$ cat src/rtl/spike_rate_counter.sv
// Windowed spike-rate counter for the neuron's spike output.
// Counts rising edges per window and hands each count to a valid/ready port.
module spike_rate_counter #(
  parameter int CNT_W = 8,
  parameter int WIN_W = 8
) (
  input  logic             clk,
  input  logic             rst,
  input  logic             en,
  input  logic [WIN_W-1:0] win_len,
  input  logic             spike_in,
  input  logic             rate_ready,
  output logic [CNT_W-1:0] rate_data,
  output logic             rate_sat,
  output logic             rate_valid,
  output logic             overrun,
  input  logic             overrun_clr,
  output logic             busy
);

  typedef enum logic {IDLE, RUN} state_t;

  localparam logic [CNT_W-1:0] CNT_MAX = '1;
  localparam logic [CNT_W-1:0] CNT_ONE = CNT_W'(1);
  localparam logic [WIN_W-1:0] WIN_ONE = WIN_W'(1);

  state_t           state;
  state_t           state_nx;
  logic             spike_d;
  logic [WIN_W-1:0] win_reg;
  logic [WIN_W-1:0] cyc;
  logic [CNT_W-1:0] cnt;
  logic             sat_flag;

  logic             rise;
  logic             at_max;
  logic             sat_hit;
  logic [CNT_W-1:0] cnt_inc;
  logic             start_ok;
  logic             last;
  logic             can_load;
  logic             load;
  logic             drop;
  logic             relatch;

  always_comb begin
    rise     = spike_in & ~spike_d;
    at_max   = (cnt == CNT_MAX);
    sat_hit  = rise & at_max;
    cnt_inc  = (rise && !at_max) ? cnt + CNT_ONE : cnt;
    start_ok = en && (win_len != '0);
    last     = (state == RUN) && (cyc == win_reg - WIN_ONE);
    can_load = !rate_valid || rate_ready;
    load     = last && can_load;
    drop     = last && !can_load;
    // A new window begins either from IDLE or straight off a finished one.
    relatch  = start_ok && ((state == IDLE) || last);
  end

  always_comb begin
    state_nx = state;
    unique case (state)
      IDLE: begin
        if (start_ok) state_nx = RUN;
      end
      RUN: begin
        if (last)     state_nx = start_ok ? RUN : IDLE;
        else if (!en) state_nx = IDLE;
      end
      default: state_nx = IDLE;
    endcase
  end

  always_ff @(posedge clk) begin
    if (rst) state <= IDLE;
    else     state <= state_nx;
  end

  always_ff @(posedge clk) begin
    if (rst) begin
      spike_d    <= 1'b0;
      win_reg    <= '0;
      cyc        <= '0;
      cnt        <= '0;
      sat_flag   <= 1'b0;
      rate_data  <= '0;
      rate_sat   <= 1'b0;
      rate_valid <= 1'b0;
      overrun    <= 1'b0;
    end else begin
      spike_d <= spike_in;

      if (relatch) begin
        win_reg  <= win_len;
        cyc      <= '0;
        cnt      <= '0;
        sat_flag <= 1'b0;
      end else if (state == RUN) begin
        cyc      <= cyc + WIN_ONE;
        cnt      <= cnt_inc;
        sat_flag <= sat_flag | sat_hit;
      end

      if (load) begin
        rate_data  <= cnt_inc;
        rate_sat   <= sat_flag | sat_hit;
        rate_valid <= 1'b1;
      end else if (rate_valid && rate_ready) begin
        rate_valid <= 1'b0;
      end

      if (drop)             overrun <= 1'b1;
      else if (overrun_clr) overrun <= 1'b0;
    end
  end

  assign busy = (state == RUN);

endmodule

$ cat config.mk
export PLATFORM = sky130hd
export DESIGN_NAME = spike_rate_counter
export DESIGN_NICKNAME = d
export VERILOG_FILES = /design/src/rtl/spike_rate_counter.sv
export SDC_FILE = /design/constraint.sdc
export NUM_CORES = 1
export LEC_CHECK = 0
export ABC_AREA = 1
export ABC_CLOCK_PERIOD_IN_PS = 2200
export CORE_ASPECT_RATIO = 0.7
export CORE_UTILIZATION = 35
export DETAILED_ROUTE_END_ITERATION = 10
export DONT_BUFFER_PORTS = 1
export GPL_ROUTABILITY_DRIVEN = 0
export PLACE_DENSITY = 0.55
export SKIP_LAST_GASP = 1
export SLEW_MARGIN = 5
export SYNTH_ARGS = -nofsm -noshare
export SYNTH_HDL_FRONTEND = slang
export SYNTH_SLANG_ARGS = --single-unit
$ cat constraint.sdc
create_clock -name clk -period 2.2 [get_ports clk]
set_clock_uncertainty 0.15 [all_clocks]
set_input_delay 0.44 -clock clk [delete_from_list [all_inputs] [get_ports clk]]
set_output_delay 0.44 -clock clk [all_outputs]
set_load 0.03 [all_outputs]
Word-level counts from Yosys, hierarchy flattened

Cells that the tools add are included.

Bits in registers: 38
Input bits: 14
Output and inout bits: 12
Logic and storage cells: 45

$add $sub $neg: 3
Equality and inequality tests: 2
Muxes and demuxes: 9
Bitwise operators: 5
Reductions and logical operators: 16

Operators by type and width:

| cell                                                                | number |
|---|---|
| 8-bit by 1-bit adder with 8-bit output (second input constant)      | 2 |
| 8-bit equality test                                                 | 1 |
| 8-bit equality test (second input constant)                         | 1 |
| 8-bit 2-to-1 mux                                                    | 1 |
| 8-bit nonzero test                                                  | 1 |
| 8-bit by 1-bit subtractor with 8-bit output (second input constant) | 1 |
| 1-bit logical AND                                                   | 7 |
| 1-bit 2-to-1 mux                                                    | 7 |
| 2-bit nonzero test                                                  | 2 |
| 1-bit logical NOT                                                   | 3 |
| 1-bit AND                                                           | 2 |
| 1-bit logical OR                                                    | 2 |
| 1-bit inverter                                                      | 2 |
| 1-bit case mux with 2 select lines                                  | 1 |
| 2-bit OR reduction                                                  | 1 |
| 1-bit bitwise OR                                                    | 1 |

Longest topological paths before layout

Depth after elaboration: 6
Mapped depth: 15
Mapped depth without buffers: 14

Worst setup path after synthesis

No wires, ideal clock.

Path kind: reg2reg
From: reg win_reg[0]
To: reg cnt[6]
Library setup time: 114 ps
Data arrival time: 1722 ps
Data required time: 1936 ps
Setup slack: 214 ps
Stages on the path, launching flop included: 15
Buffers on the path: 1
Path through: dfxtp_1 -> inv_1 -> ha_1 -> nand2_1 -> nor2_1 -> nand2_1 -> nand3_1 -> nand2_1 -> nor2_2 -> nand2_2 -> nand2_4 -> nand2_4 -> nand2_4 -> buf_6 -> nor2_1

Cells in the longest elaborated chain, start to end: 6

Ends and longest elaborated chain:

| item                                        | RTL line | source |
|---|---|---|
| start: declaration                          | 30       | `logic [WIN_W-1:0] win_reg;` |
| start signal: assignment                    | 94       | `win_reg <= win_len;` |
| 8-bit by 1-bit subtractor with 8-bit output | 52       | `last = (state == RUN) && (cyc == win_reg - WIN_ONE);` |
| 8-bit equality test                         | 52       |  |
| 1-bit logical AND                           | 52       |  |
| 1-bit logical OR                            | 57       | `relatch = start_ok && ((state == IDLE) \|\| last);` |
| 1-bit logical AND                           | 57       |  |
| 2-bit OR reduction (no line)                | n/a      |  |
| end signal: assignment                      | 100      | `cnt <= cnt_inc;` |
| end: declaration                            | 32       | `logic [CNT_W-1:0] cnt;` |

No other way between the ends.
A chain may end at the register's enable or synchronous reset.

Worst setup path in the final report

From: reg win_reg[0]
To: reg rate_data[5]

Cells in the longest elaborated chain, start to end: 4

Ends and longest elaborated chain:

| item                                        | RTL line | source |
|---|---|---|
| 8-bit by 1-bit subtractor with 8-bit output | 52       |  |
| 8-bit equality test                         | 52       |  |
| 1-bit logical AND                           | 52       |  |
| 1-bit logical AND                           | 54       | `load = last && can_load;` |
| end signal: assignment                      | 105      | `rate_data <= cnt_inc;` |
| end: declaration                            | 13       | `output logic [CNT_W-1:0] rate_data,` |

No other way between the ends.

==> results.md <==
- Status: finished clean
- Root buffer cell: clkbuf_8
- Yosys warns: 0
- Delay of the slowest critical-path stage: 0.35 ns
- Cell variety after synth: 24
- Relative slew slack: 36.1%
- Final Worst Setup Slack: about 0.11 ns
- DR top layer: met4
- Yosys top cell by area: dfxtp_1
- Largest net degree at the start of global routing: 18
- LEAKAGE: 1.17 nW
- Max-cap violations: 0
- Fraction of the mapped netlist area in adder cells: 1.74%
- Syn Nets: 359
- Final nets: 371
- Synth area leaders: dfxtp_1 35%, nand2_1 15%, nor2_1 11%
- Synth Area in Simple Gates: 40.4%
- TritonRoute pass-1 iters: 4
- Setup CP Type: reg -> reg
- WL met1: ~3000 um
- Final core utilization: a little over two fifths
- Maximum buffer depth of the clock tree: 2
- Crit Path Max Fanout: 8
- Final hold violation count: 0
- Critical path required time: 2.24 ns
- Hold WS: 0.0540 ns
- Finished Cell Area: 0.00253 sq mm
- Multiplexer share of the synthesized area: 0%
- Worst path slowest cell: dfxtp_2
- Share of cells above drive strength 1: 12.1%
- Fin crit share: 95.2%
- Clock Pin Slew Worst Setup and Hold Paths: 0.08 ns
- Vias after detailed routing: about 2000
- Placed cell area: ~0.0023 sq mm
- Average wire per standard cell: 11.5 um
- Main combinational cell family by area after synthesis: simple AND/OR/NAND/NOR gates
- Max-slew violation count: 0
- Initial antenna violation count: 0
- Mapped Cells: 342
- Io pins: 26
- Dpl hpwl: 3640 um
- CTS buffer count: 5
- Least-Margin Pin Slew: approximately 0.95 ns
- Cell area after synthesis: 0.00216 sq mm
- Most common cell after layout, fill and taps aside: nand2_1
- # clock sinks: 38
- Compound-Gate Fraction of Synth Area: 6.72%
- Worst-path cell chain: inv_2, ha_4, inv_2, nand2_1, nand2_1, nor2_2, nand4_1, nor2_4, nand3_2, nor2_4, nand2_1, nand2_1, nor2_1
- DR iter-0 viols: 86
- H-tree depth: 2
- Post-Place Worst Slack: 0.0126 ns
- Total core area: 0.00584 sq mm
- GR Util All Layers: ~16%
- Post-Syn Area per Cell: 6.32 sq um
- Sequential cell area fraction in the yosys report: 35.2%
- Top delay family on crit path: simple AND/OR/NAND/NOR gates
- Power Density: 671 mW/mm^2
- Xor/xnor cell area share of the yosys netlist: 4.86%
- Syn-to-layout area delta: 17.3%
- Antenna-violating nets left: 0
- Most frequent cells in the layout: 88 x nand2_1, 61 x nor2_1, 46 x inv_1
- Share of Yosys cell area claimed by the top area cell type: between 30% and 40%
- Die Footprint: 0.00650 sq mm
- Post-route minimum period: 2.09 ns
- Vias in the first global route: 1590
- Hold WC Path Type: in -> reg
- IO Port Bufs: 0
- Bufs and invs on worst path: 2
- First-pass GRT wire length: 7570 um
- Endpoint class of the critical path: flip-flop
- Die width: 95.9 um
- FILL cells: 633
- Drc violations: 0
- Arr. time, crit path: between 2 and 2.5 ns
- CP most frequent cell: nand2_1
- Max IR drop VDD: 0.000292 V
- Met3 wire length: approximately 220 um
- Routed wire length: 4960 um
- FP Rows: 23
- Final setup fails: 0
- WL met2: 1750 um
- Clk Latency, worst-skew pair: 0.29 ns
- Starting Density: ~37%
- N_diodes: 0
- Die height: 67.7 um
- GRT Residual Overflow: 0
- Fmax: 0.478 GHz
- Vias per std cell: 4.62
- Synth Register Bits: 38
- Setup crit start kind: flip-flop
- CTS tree: yes
worst reg2reg max path, cell delays in order, from the launching register on:
cell and delay [ns]:
dfxtp_2 0.35, inv_2 0.05, ha_4 0.26, inv_2 0.02, nand2_1 0.05, nand2_1 0.05, nor2_2 0.13, nand4_1 0.15
nor2_4 0.21, nand3_2 0.13, nor2_4 0.24, nand2_1 0.08, nand2_1 0.07, nor2_1 0.04
Yosys cell counts (all sizes together):
cell and count:
clkbuf 4, xnor2 3, nor4 1, o21ai 11, xor2 9, nor2 67
nand4 8, a21oi 18, nand3b 3, nor3 4, dfxtp 38, nand2 94
buf 4, ha 3, inv 50, nand3 24, or2 1
layout make-up:
type                       instances  area [sq um]  share of cell area [%]
tap                               75          93.8                    3.70
clock inverter                     2          60.1                    2.37
inverter                          50           188                    7.41
multi-input combinational        246          1220                    48.1
sequential                        38           763                    30.1
clock buffer                       6          82.6                    3.26
timing repair buffer              13           128                    5.04
timing repair:
action | CTS | global route
buffers inserted | 0 | 3
pin swaps | 0 | 9
cloned | 0 | 1
setup endpoints to repair | 2 | 32
resized for setup | 1 | 17
hold buffers | 0 | 0
where the power goes:
group / switching (W) / internal, W
registers: 0.0000220 / 0.000704
clock network: 0.000259 / 0.000484
logic: 0.000147 / 0.0000835
logic make-up after synthesis:
logic type,count (synthesis)
and+or+nand+nor,202
buffers and inverters,58
DFF,38
AOI/OAI and AO/OA,29
xor gates and xnor gates,12
adders and majority gates,3
layer usage:
layer | vias to the layer above | track usage [%]
li1 | 1089 | -
met1 | 852 | 24.6
met2 | 39 | 20.0
met3 | 5 | 4.28
met4 | 0 | 5.04
met5 | - | 0
worst paths after layout:
check	from	end	slack [ns]	depth (start not counted)
worst min register to register	sat_flag	sat_flag	0.34	2
worst max register to register	win_reg[0]	rate_data[5]	0.11	13
worst max-delay path	win_reg[0]	rate_data[5]	0.11	13
worst min-delay path	rst	spike_d	0.05	1
stage by stage:
stage | std cells | TNS, ns | power [W]
2_1_floorplan | 342 | 0 | 0.000900
3_3_place_gp | 418 | 0 | 0.000942
3_5_place_dp | 418 | 0 | 0.000942
4_1_cts | 426 | 0 | 0.00169
5_1_grt | 430 | -0.0634 | 0.00178
6_report | 430 | 0 | 0.00170
Note: power is estimated with default switching activity, not from simulation.
